`src/rtl/epu_sram_pkg.sv`:
```
// epu_sram_pkg: shared types for the EPU SRAM arbiter.
// Row geometry, arbiter states and the client request bundle.
package epu_sram_pkg;

  localparam int EPU_SRAM_ADDR_W = 12;
  localparam int EPU_SRAM_DATA_W = 128;
  localparam int EPU_SRAM_LANES  = 4;

  typedef enum logic [1:0] {
    FREE,
    LOCK0,
    LOCK1
  } arb_state_e;

  typedef struct packed {
    logic [EPU_SRAM_LANES-1:0]  we;
    logic [EPU_SRAM_ADDR_W-1:0] addr;
    logic [EPU_SRAM_DATA_W-1:0] wdata;
    logic                       lock;
  } client_req_t;

  function automatic logic is_read(
    input logic [EPU_SRAM_LANES-1:0] we
  );
    return ~|we;
  endfunction

endpackage

```
`src/rtl/epu_arb_wait_ctr.sv`:
```
// epu_arb_wait_ctr: per-client saturating wait counter.
// Flags a client that has been refused for MAX_WAIT cycles.
module epu_arb_wait_ctr #(
  parameter int MAX_WAIT = 8
) (
  input  logic CLK,
  input  logic RSTn,
  input  logic req,
  input  logic gnt,
  output logic starving
);

  localparam int CW = $clog2(MAX_WAIT + 1);
  localparam logic [CW-1:0] CMAX = CW'(MAX_WAIT);

  logic [CW-1:0] cnt_q;

  // count refused request cycles, clear on grant or idle
  always_ff @(posedge CLK or negedge RSTn) begin
    if (!RSTn) begin
      cnt_q <= '0;
    end else if (!req || gnt) begin
      cnt_q <= '0;
    end else if (cnt_q != CMAX) begin
      cnt_q <= cnt_q + 1'b1;
    end
  end

  assign starving = (cnt_q == CMAX);

endmodule

```
`src/rtl/epu_sram_arbiter.sv`:
```
// epu_sram_arbiter: shares the 128-bit EPU SRAM between the
// AXI/DMA client (c0) and the EPU engine (c1), with burst locking.
module epu_sram_arbiter
  import epu_sram_pkg::*;
#(
  parameter int ADDR_W   = EPU_SRAM_ADDR_W,
  parameter int DATA_W   = EPU_SRAM_DATA_W,
  parameter int LANES    = EPU_SRAM_LANES,
  parameter int MAX_WAIT = 8,
  parameter int LOCK_MAX = 16
) (
  input  logic              CLK,
  input  logic              RSTn,
  input  logic              c0_req,
  input  logic [LANES-1:0]  c0_we,
  input  logic [ADDR_W-1:0] c0_addr,
  input  logic [DATA_W-1:0] c0_wdata,
  input  logic              c0_lock,
  output logic              c0_gnt,
  output logic              c0_rvalid,
  output logic [DATA_W-1:0] c0_rdata,
  input  logic              c1_req,
  input  logic [LANES-1:0]  c1_we,
  input  logic [ADDR_W-1:0] c1_addr,
  input  logic [DATA_W-1:0] c1_wdata,
  input  logic              c1_lock,
  output logic              c1_gnt,
  output logic              c1_rvalid,
  output logic [DATA_W-1:0] c1_rdata,
  output logic [LANES-1:0]  SRAM_WEB,
  output logic [ADDR_W-1:0] SRAM_A,
  output logic [DATA_W-1:0] SRAM_DI,
  input  logic [DATA_W-1:0] SRAM_DO
);

  localparam int LCW = $clog2(LOCK_MAX + 1);
  localparam logic [LCW-1:0] LAST = LCW'(LOCK_MAX - 1);
  localparam logic [LCW-1:0] LFULL = LCW'(LOCK_MAX);
  localparam bit CAN_LOCK = (LOCK_MAX > 1);

  client_req_t r0;
  client_req_t r1;
  client_req_t sel;
  arb_state_e  state_q;
  arb_state_e  state_d;
  logic [LCW-1:0] lock_cnt_q;
  logic starve0;
  logic starve1;
  logic any_gnt;
  logic lock_last;
  logic rv0_q;
  logic rv1_q;

  assign r0 = '{we: c0_we, addr: c0_addr,
                wdata: c0_wdata, lock: c0_lock};
  assign r1 = '{we: c1_we, addr: c1_addr,
                wdata: c1_wdata, lock: c1_lock};

  epu_arb_wait_ctr #(.MAX_WAIT(MAX_WAIT)) u_wait0 (
    .CLK      (CLK),
    .RSTn     (RSTn),
    .req      (c0_req),
    .gnt      (c0_gnt),
    .starving (starve0)
  );

  epu_arb_wait_ctr #(.MAX_WAIT(MAX_WAIT)) u_wait1 (
    .CLK      (CLK),
    .RSTn     (RSTn),
    .req      (c1_req),
    .gnt      (c1_gnt),
    .starving (starve1)
  );

  assign any_gnt   = c0_gnt | c1_gnt;
  assign lock_last = (lock_cnt_q >= LAST);

  // arbiter state register
  always_ff @(posedge CLK or negedge RSTn) begin
    if (!RSTn) begin
      state_q <= FREE;
    end else begin
      state_q <= state_d;
    end
  end

  // lock entry, release on unlock, burst limit or abandon
  always_comb begin
    state_d = state_q;
    unique case (state_q)
      FREE: begin
        if (any_gnt && sel.lock && CAN_LOCK) begin
          state_d = c0_gnt ? LOCK0 : LOCK1;
        end
      end
      LOCK0: begin
        if (c0_gnt) begin
          if (!sel.lock || lock_last) state_d = FREE;
        end else if (!c0_req && !r0.lock) begin
          state_d = FREE;
        end
      end
      LOCK1: begin
        if (c1_gnt) begin
          if (!sel.lock || lock_last) state_d = FREE;
        end else if (!c1_req && !r1.lock) begin
          state_d = FREE;
        end
      end
      default: state_d = FREE;
    endcase
  end

  // grants: starving c0 beats c1, c1 beats c0, owner only when locked
  always_comb begin
    c0_gnt = 1'b0;
    c1_gnt = 1'b0;
    if (RSTn) begin
      unique case (state_q)
        FREE: begin
          c0_gnt = c0_req &&
                   (!c1_req || (starve0 && !starve1));
          c1_gnt = c1_req && !c0_gnt;
        end
        LOCK0:   c0_gnt = c0_req;
        LOCK1:   c1_gnt = c1_req;
        default: ;
      endcase
    end
  end

  // locked-burst length, saturating
  always_ff @(posedge CLK or negedge RSTn) begin
    if (!RSTn) begin
      lock_cnt_q <= '0;
    end else if (state_d == FREE) begin
      lock_cnt_q <= '0;
    end else if (state_q == FREE) begin
      lock_cnt_q <= LCW'(1);
    end else if (any_gnt && lock_cnt_q != LFULL) begin
      lock_cnt_q <= lock_cnt_q + 1'b1;
    end
  end

  // route the granted client onto the SRAM bus
  always_comb begin
    sel = '0;
    unique case (1'b1)
      c0_gnt:  sel = r0;
      c1_gnt:  sel = r1;
      default: ;
    endcase
  end

  assign SRAM_WEB = ~sel.we;
  assign SRAM_A   = sel.addr;
  assign SRAM_DI  = sel.wdata;

  // read data returns one cycle after a read grant
  always_ff @(posedge CLK or negedge RSTn) begin
    if (!RSTn) begin
      rv0_q <= 1'b0;
      rv1_q <= 1'b0;
    end else begin
      rv0_q <= c0_gnt && is_read(c0_we);
      rv1_q <= c1_gnt && is_read(c1_we);
    end
  end

  assign c0_rvalid = rv0_q;
  assign c1_rvalid = rv1_q;
  assign c0_rdata  = SRAM_DO;
  assign c1_rdata  = SRAM_DO;

endmodule

```
`config.mk`:
```
export PLATFORM = sky130hd
export DESIGN_NAME = epu_sram_arbiter
export DESIGN_NICKNAME = d
export VERILOG_FILES = /design/src/rtl/epu_sram_pkg.sv /design/src/rtl/epu_arb_wait_ctr.sv /design/src/rtl/epu_sram_arbiter.sv
export SDC_FILE = /design/constraint.sdc
export NUM_CORES = 1
export LEC_CHECK = 0
export ABC_AREA = 1
export CORE_AREA = 2 2 321 323
export DETAILED_ROUTE_END_ITERATION = 16
export DIE_AREA = 0 0 323 325
export DONT_BUFFER_PORTS = 1
export SKIP_LAST_GASP = 1
export SYNTH_ARGS = -nofsm -noshare
export SYNTH_HDL_FRONTEND = slang
export SYNTH_SLANG_ARGS = --single-unit
```
`constraint.sdc`:
```
create_clock -name CLK -period 1.9 [get_ports CLK]
set_clock_uncertainty 0.2 [all_clocks]
set_input_delay 0.19 -clock CLK [delete_from_list [all_inputs] [get_ports CLK]]
set_output_delay 0.19 -clock CLK [all_outputs]
set_load 0.01 [all_outputs]
```
==> results.cfg, run 1 <==
[logic_synthesis]
syn_inst = 561
yosysSeqAreaShare = 0.0953
synth_warnings = 0
syn_avg_cell_area_um2 = 7.95
ys_ff_latch = 17
ys_types = 35
syn_nets = 990
synth_area_mm2 = 0.00446

[timing]
setup_violations = 158
tightest_slew_ns = 0.929
relSlewSlack = 0.379
hold_viol_final = 0
timing.final.ws_setup_ns = -0.502
slew_violations = 0
fin_crit_sh = 1.26
rsz0062_at_grt = true
tns_ns = -66.85
min_period_ns = 2.40
max_freq_mhz = 416

[setup_path]
cp-end-kind = output pin
critPathArrivalTime_ns = 2.01
start_kind = flop
critical_path_class = reg2out
crit_fanout = 8
crit_required_ns = 1.51

[final_layout]
fin_nets = 795
final_cell_mix = a22o_4 (96), a22o_1 (45), buf_4 (39), dfrtp_1 (17)
areaGrowthSynthToFinish_pct = 42.2
fill_cells = 11959
stdcell_count = 1744
seq_area_um2 = 425
multiInputGateArea_mm2 = 0.00275
drive_gt1_frac = 0.592
mostFrequentLayoutCell = a22o_4

[route]
drt-wirelength-per-cell_um = 35.2
top_layer = met5
ant_nets = 0
drc = 0
drt-pass1-iter-count = 4
met2_length_um = 27600
drt_iter0_markers = 224
totalWireLength_um = 61300
route.layer.met1.wl_um = 21500
vias = 3787
avgViaCountPerCell = 2.17
wl_met3_um = 9580

[outcome]
status = finished with violations
failed_checks = negative setup slack

[cts]
cts_sinks = 17
cts_tree = built
cts-root-buf = clkbuf_16
clk_pin_slew_ns = 0.05
clockBufferDepth = 2
cts_max_level = 1
numCtsBuffers = 3
insertion_delay_ns = 0.25

[power_and_ir_drop]
peakVddDrop_mv = 0.323
intPower_mw = 1.35
power_frac_comb = 0.620
powerDensity_mw_per_mm2 = 348
switching_share = 0.388
seqPwrFrac = 0.181
power_switching_mw = 0.858
leakage_nw = 2.24
clock_power_share = 0.200

[grt]
grt_max_degree = 64
antenna_found_initial = 30
first_global_vias = 3689
grt_usage = 0.108
gr-total-overflow = 0
grt_pass1_wl_um = 66600

[place]
place_inst = 1684
gp_congestion = 0.916
hpwl_um = 52800
port_buffers = 0

[floorplan]
coreArea_mm2 = 0.101
initial_core_util = 0.0440
die_area_mm2 = 0.105
boundaryPins = 826
fp.dieW_um = 323
std_cell_rows = 117
die_y_um = 325

[run]
maxCapViolCount = 0

[hold_path]
hold_path_class = in2reg
-- registers in the layout, summed over array words and instances, names as in the netlist --
register	count
state_q	2
lock_cnt_q	5
c1_rvalid	1
u_wait0.cnt_q	4
u_wait1.cnt_q	4
c0_rvalid	1
-- synth_stat cells --
library cell,count,area (um2)
or2_1,1,6.26
buf_4,257,1930
ha_1,7,87.6
nand2_2,3,18.8
nor3_2,1,10.0
o21ai_1,1,5.00
buf_2,21,105
inv_2,4,15.0
o22ai_1,3,18.8
nor2_4,1,11.3
nand4_1,1,6.26
xor2_1,5,43.8
inv_1,22,82.6
o211ai_1,1,7.51
o21ai_0,1,5.00
nor3_1,3,15.0
inv_4,1,6.26
a22o_1,142,1240
nand3_1,7,35.0
nand3_2,3,30.0
nor2_1,15,56.3
a21oi_2,1,8.76
nor3b_1,1,7.51
nor4_1,2,12.5
o31ai_1,1,7.51
dfrtp_1,17,425
nor2_2,1,6.26
o21ai_4,1,16.3
xnor2_1,2,17.5
o21bai_2,1,11.3
nand2_4,1,11.3
buf_6,9,101
a21oi_1,3,15.0
nand2_1,20,75.1
a211oi_1,1,7.51
-- per-stage QoR --
stage	worst slack (ns)	total power [mW]	utilization	area, um2	hold WS (ns)
global route	-0.559	2.29	0.0625	6330	0.0172
finish	-0.502	2.21	0.0626	6340	0.0161
floorplan	-0.140	1.57	-	4510	-0.306
CTS	-0.477	2.00	0.0550	5570	0.00434
global placement	-0.306	1.19	0.0440	4460	-0.303
detailed placement	-0.346	1.20	0.0440	4460	-0.303
-- worst max-delay path, stage by stage (launching register included) --
cell and delay [ns]:
dfrtp_1 0.38, inv_2 0.09, ha_4 0.14, nand2_4 0.05, nor2_4 0.09, nand2_2 0.07, nand3_2 0.10, nand2_4 0.09
inv_12 0.16, buf_12 0.19, clkbuf_16 0.19, a22o_4 0.15
-- path summary, 6_finish.rpt --
path,startpoint,endpoint,slack [ns],cells after the start
min in group asynchronous,RSTn,c1_rvalid$_DFF_PN0_,0.32,1
worst min register to register,lock_cnt_q[2]$_DFFE_PN0P_,lock_cnt_q[2]$_DFFE_PN0P_,0.40,2
worst max register to register,u_wait1.cnt_q[0]$_DFFE_PN0P_,lock_cnt_q[2]$_DFFE_PN0P_,-0.40,14
worst min-delay path,c1_we[0],c1_rvalid$_DFF_PN0_,0.02,3
worst max-delay path,u_wait0.cnt_q[0]$_DFFE_PN0P_,SRAM_DI[95],-0.50,11
max in group asynchronous,RSTn,lock_cnt_q[1]$_DFFE_PN0P_,0.61,1
-- metal layers --
metal | global-route usage | vias up
met5 | 0 | -
met4 | 0.0310 | 2
met3 | 0.0661 | 121
met2 | 0.173 | 637
met1 | 0.118 | 1693
li1 | - | 1334
-- layout make-up --
class	count	share of cell area
repair buffers	86	0.191
flip-flops and latches	17	0.0670
repair inverters	1	0.00138
clock buffers	4	0.0124
multi-input cells	230	0.433
diodes	11	0.00434
inverters	27	0.0205
well taps	1368	0.270
-- logic make-up after synthesis --
family,count (synthesis),share of synthesized area
compound gates,156,0.302
xor+xnor,7,0.0137
fa+ha+maj,7,0.0196
buf+inv,314,0.502
flops,17,0.0953
simple gates,60,0.0676
-- power groups by stage --
stage,clock network (mW),logic (mW),registers (mW)
6_report,0.441,1.37,0.399
5_1_grt,0.466,1.42,0.400
4_1_cts,0.446,1.15,0.397
3_5_place_dp,0,0.793,0.403
3_3_place_gp,0,0.784,0.403
2_1_floorplan,0,1.16,0.409
-- what timing repair did --
action                                 in CTS  in global routing
setup endpoints to repair                 153                158
buffers inserted                           15                  2
pin swaps                                  19                 11
gates cloned                               12                  9
gates resized for setup                    85                 71
endpoints found under the hold margin      27                  0
hold buffers                                9                  0
Power figures use the tool's default switching activity.
==> run 2: changes to the inputs <==
Settings changed: REMOVE_ABC_BUFFERS set to 1.
==> run 2 against run 1 <==
The run still ends with negative setup slack left. Die area unchanged. Flip-flop and latch count unchanged. Routed wire length grew 53%. Via count rose by 22%. Sequential power about the same. Critical path depth rose by 1. Final cell count increased by 2.1%. Non-clock buffer count increased by 24. Clock power fell by 2%. Worst setup slack better by 0.016 ns. Power increased by 4.5%. Combinational power increased by 8%.
==> results.cfg, run 2 (synthesis results as in run 1) <==
[final_layout]
mostFrequentLayoutCell = a22o_4
largest_register = lock_cnt_q
areaGrowthSynthToFinish_pct = 48.4
largest_reg_flops = 5
stdcell_area_mm2 = 0.00662
drive_gt1_frac = 0.541
top_regs = lock_cnt_q (5), u_wait0.cnt_q (4), u_wait1.cnt_q (4)
fill_cells = 11951
fin_nets = 818
final_cell_mix = a22o_4 (84), a22o_1 (58), buf_4 (42), buf_12 (38)

[run]
maxCapViolCount = 0

[route]
avgViaCountPerCell = 2.59
drt-pass1-iter-count = 6
totalWireLength_um = 93900
drt-wirelength-per-cell_um = 52.7
ant_nets = 0
drc = 0
vias = 4617
drt_iter0_markers = 320

[setup_path]
path_buf_inv = 4
crit_slowest_cell = dfrtp_1
cp-end-kind = output pin
crit_required_ns = 1.51
critPathArrivalTime_ns = 2.00
crit_fanout = 26
cpLargestDelayFamily = simple AND/OR/NAND/NOR gates
start_kind = flop
crit_top_cell = nand2_2
critical_path_class = reg2out
crit_chain = inv_2, ha_1, nand2_2, nor2_4, nand2_2, nand2_2, nand2_2, nand2_4, inv_12, buf_16, a22o_4, buf_4
slowest_delay_ns = 0.39

[timing]
hold_viol_final = 0
rsz0062_at_grt = true
tightest_slew_ns = 0.905
timing.final.ws_setup_ns = -0.486
fin_crit_sh = 1.26
slew_violations = 0
relSlewSlack = 0.395
max_freq_mhz = 419
min_period_ns = 2.39
setup_violations = 156

[cts]
clockBufferDepth = 2
clk_pin_slew_ns = 0.05
cts_sinks = 17
cts_tree = built
numCtsBuffers = 3
cts-root-buf = clkbuf_16
cts_max_level = 1
insertion_delay_ns = 0.25

[floorplan]
fp.dieW_um = 323
std_cell_rows = 117
coreArea_mm2 = 0.101
initial_core_util = 0.0440
boundaryPins = 826
die_area_mm2 = 0.105
die_y_um = 325

[power_and_ir_drop]
powerDensity_mw_per_mm2 = 348
peakVddDrop_mv = 0.260
power_mw = 2.31
leakage_nw = 2.35

[place]
port_buffers = 0
hpwl_um = 81000
gp_congestion = 0.987
placed_cell_area_mm2 = 0.00510

[grt]
first_global_vias = 3921
grt_pass1_wl_um = 103000
antenna_found_initial = 70
grt_usage = 0.170
grt_max_degree = 29
gr-total-overflow = 0

[outcome]
failed_checks = negative setup slack
status = finished with violations

[hold_path]
hold_path_class = in2reg
-- run 2: cell types whose count changed in the layout (fill, tap and decap cells not counted), moves of 3 or more --
cell | before | now
inv_2 | 11 | 7
buf_4 | 39 | 42
buf_12 | 6 | 38
diode_2 | 11 | 25
inv_1 | 14 | 18
bufbuf_16 | 1 | 5
a22o_1 | 45 | 58
a22o_4 | 96 | 84
clkbuf_16 | 10 | 7
buf_16 | 14 | 7
buf_6 | 9 | 3
nand2_1 | 14 | 18
-- run 2: layer usage --
metal  vias up  GRT usage  part of all wire
met5         -     0.0560             0.012
met4        49     0.0231             0.016
met3       108      0.192              0.24
met2       891      0.159              0.27
met1      2169      0.230              0.46
li1       1400          -                 -
-- run 2: final cells by class --
class,instances,area [um2],area share
well taps,1368,1710,0.258
repair buffers,110,1680,0.253
multi-input cells,230,2540,0.384
inverters,27,126,0.0191
clock buffers,4,78.8,0.0119
flip-flops and latches,17,425,0.0642
diodes,25,62.6,0.00945
-- run 2: worst paths after layout --
check / start / to / slack, ns / depth (start not counted)
hold / removal: c0_lock / state_q[0]$_DFF_PN0_ / 0.06 / 4
min in group asynchronous: RSTn / lock_cnt_q[2]$_DFFE_PN0P_ / 0.32 / 1
setup / recovery: u_wait0.cnt_q[0]$_DFFE_PN0P_ / SRAM_DI[123] / -0.49 / 12
hold reg to reg: u_wait0.cnt_q[0]$_DFFE_PN0P_ / u_wait0.cnt_q[0]$_DFFE_PN0P_ / 0.35 / 3
setup reg to reg: u_wait0.cnt_q[0]$_DFFE_PN0P_ / lock_cnt_q[2]$_DFFE_PN0P_ / -0.40 / 16
max in group asynchronous: RSTn / u_wait1.cnt_q[2]$_DFFE_PN0P_ / 0.63 / 1
-- run 2: worst reg2reg max path, cell delays in order (launching register included) --
cell and delay [ns]:
dfrtp_1 0.39, inv_2 0.06, ha_1 0.15, nand2_2 0.06
nor2_4 0.09, nand2_2 0.07, nand2_2 0.06, nand2_2 0.06
nand2_4 0.11, inv_12 0.06, buf_4 0.17, buf_12 0.15
o21ai_4 0.19, inv_2 0.07, nand2_1 0.08, xor2_1 0.14
nor2_1 0.06
-- run 2: repair_timing --
item | CTS | global route
hold buffers | 11 | 0
setup endpoints to repair | 152 | 157
setup buffers | 5 | 6
resized for setup | 102 | 15
gates cloned | 8 | 4
hold endpoints to repair | 27 | 0
pin swaps | 4 | 2
-- run 2: power breakdown --
part	total (mW)	internal (mW)	switching, mW
combinational	1.48	0.791	0.687
sequential	0.398	0.383	0.0153
clock	0.432	0.285	0.146
-- run 2: per-stage QoR --
step	TNS [ns]	setup slack (ns)	utilization	cells	hold slack, ns
after global placement	-26.28	-0.534	0.0504	1718	-0.304
final	-65.21	-0.486	0.0654	1781	0.0603
after detailed placement	-26.43	-0.527	0.0504	1718	-0.304
after floorplan	-155.77	-1.12	-	274	-0.306
after CTS	-68.39	-0.522	0.0619	1746	0.0583
after global routing	-84.72	-0.611	0.0651	1769	0.0893
==> run 3: changes to the inputs <==
Settings changed: SETUP_SLACK_MARGIN set to 0.02.
==> results of run 3 <==
The final DEF is identical to that of run 2; final timing and power are the same.
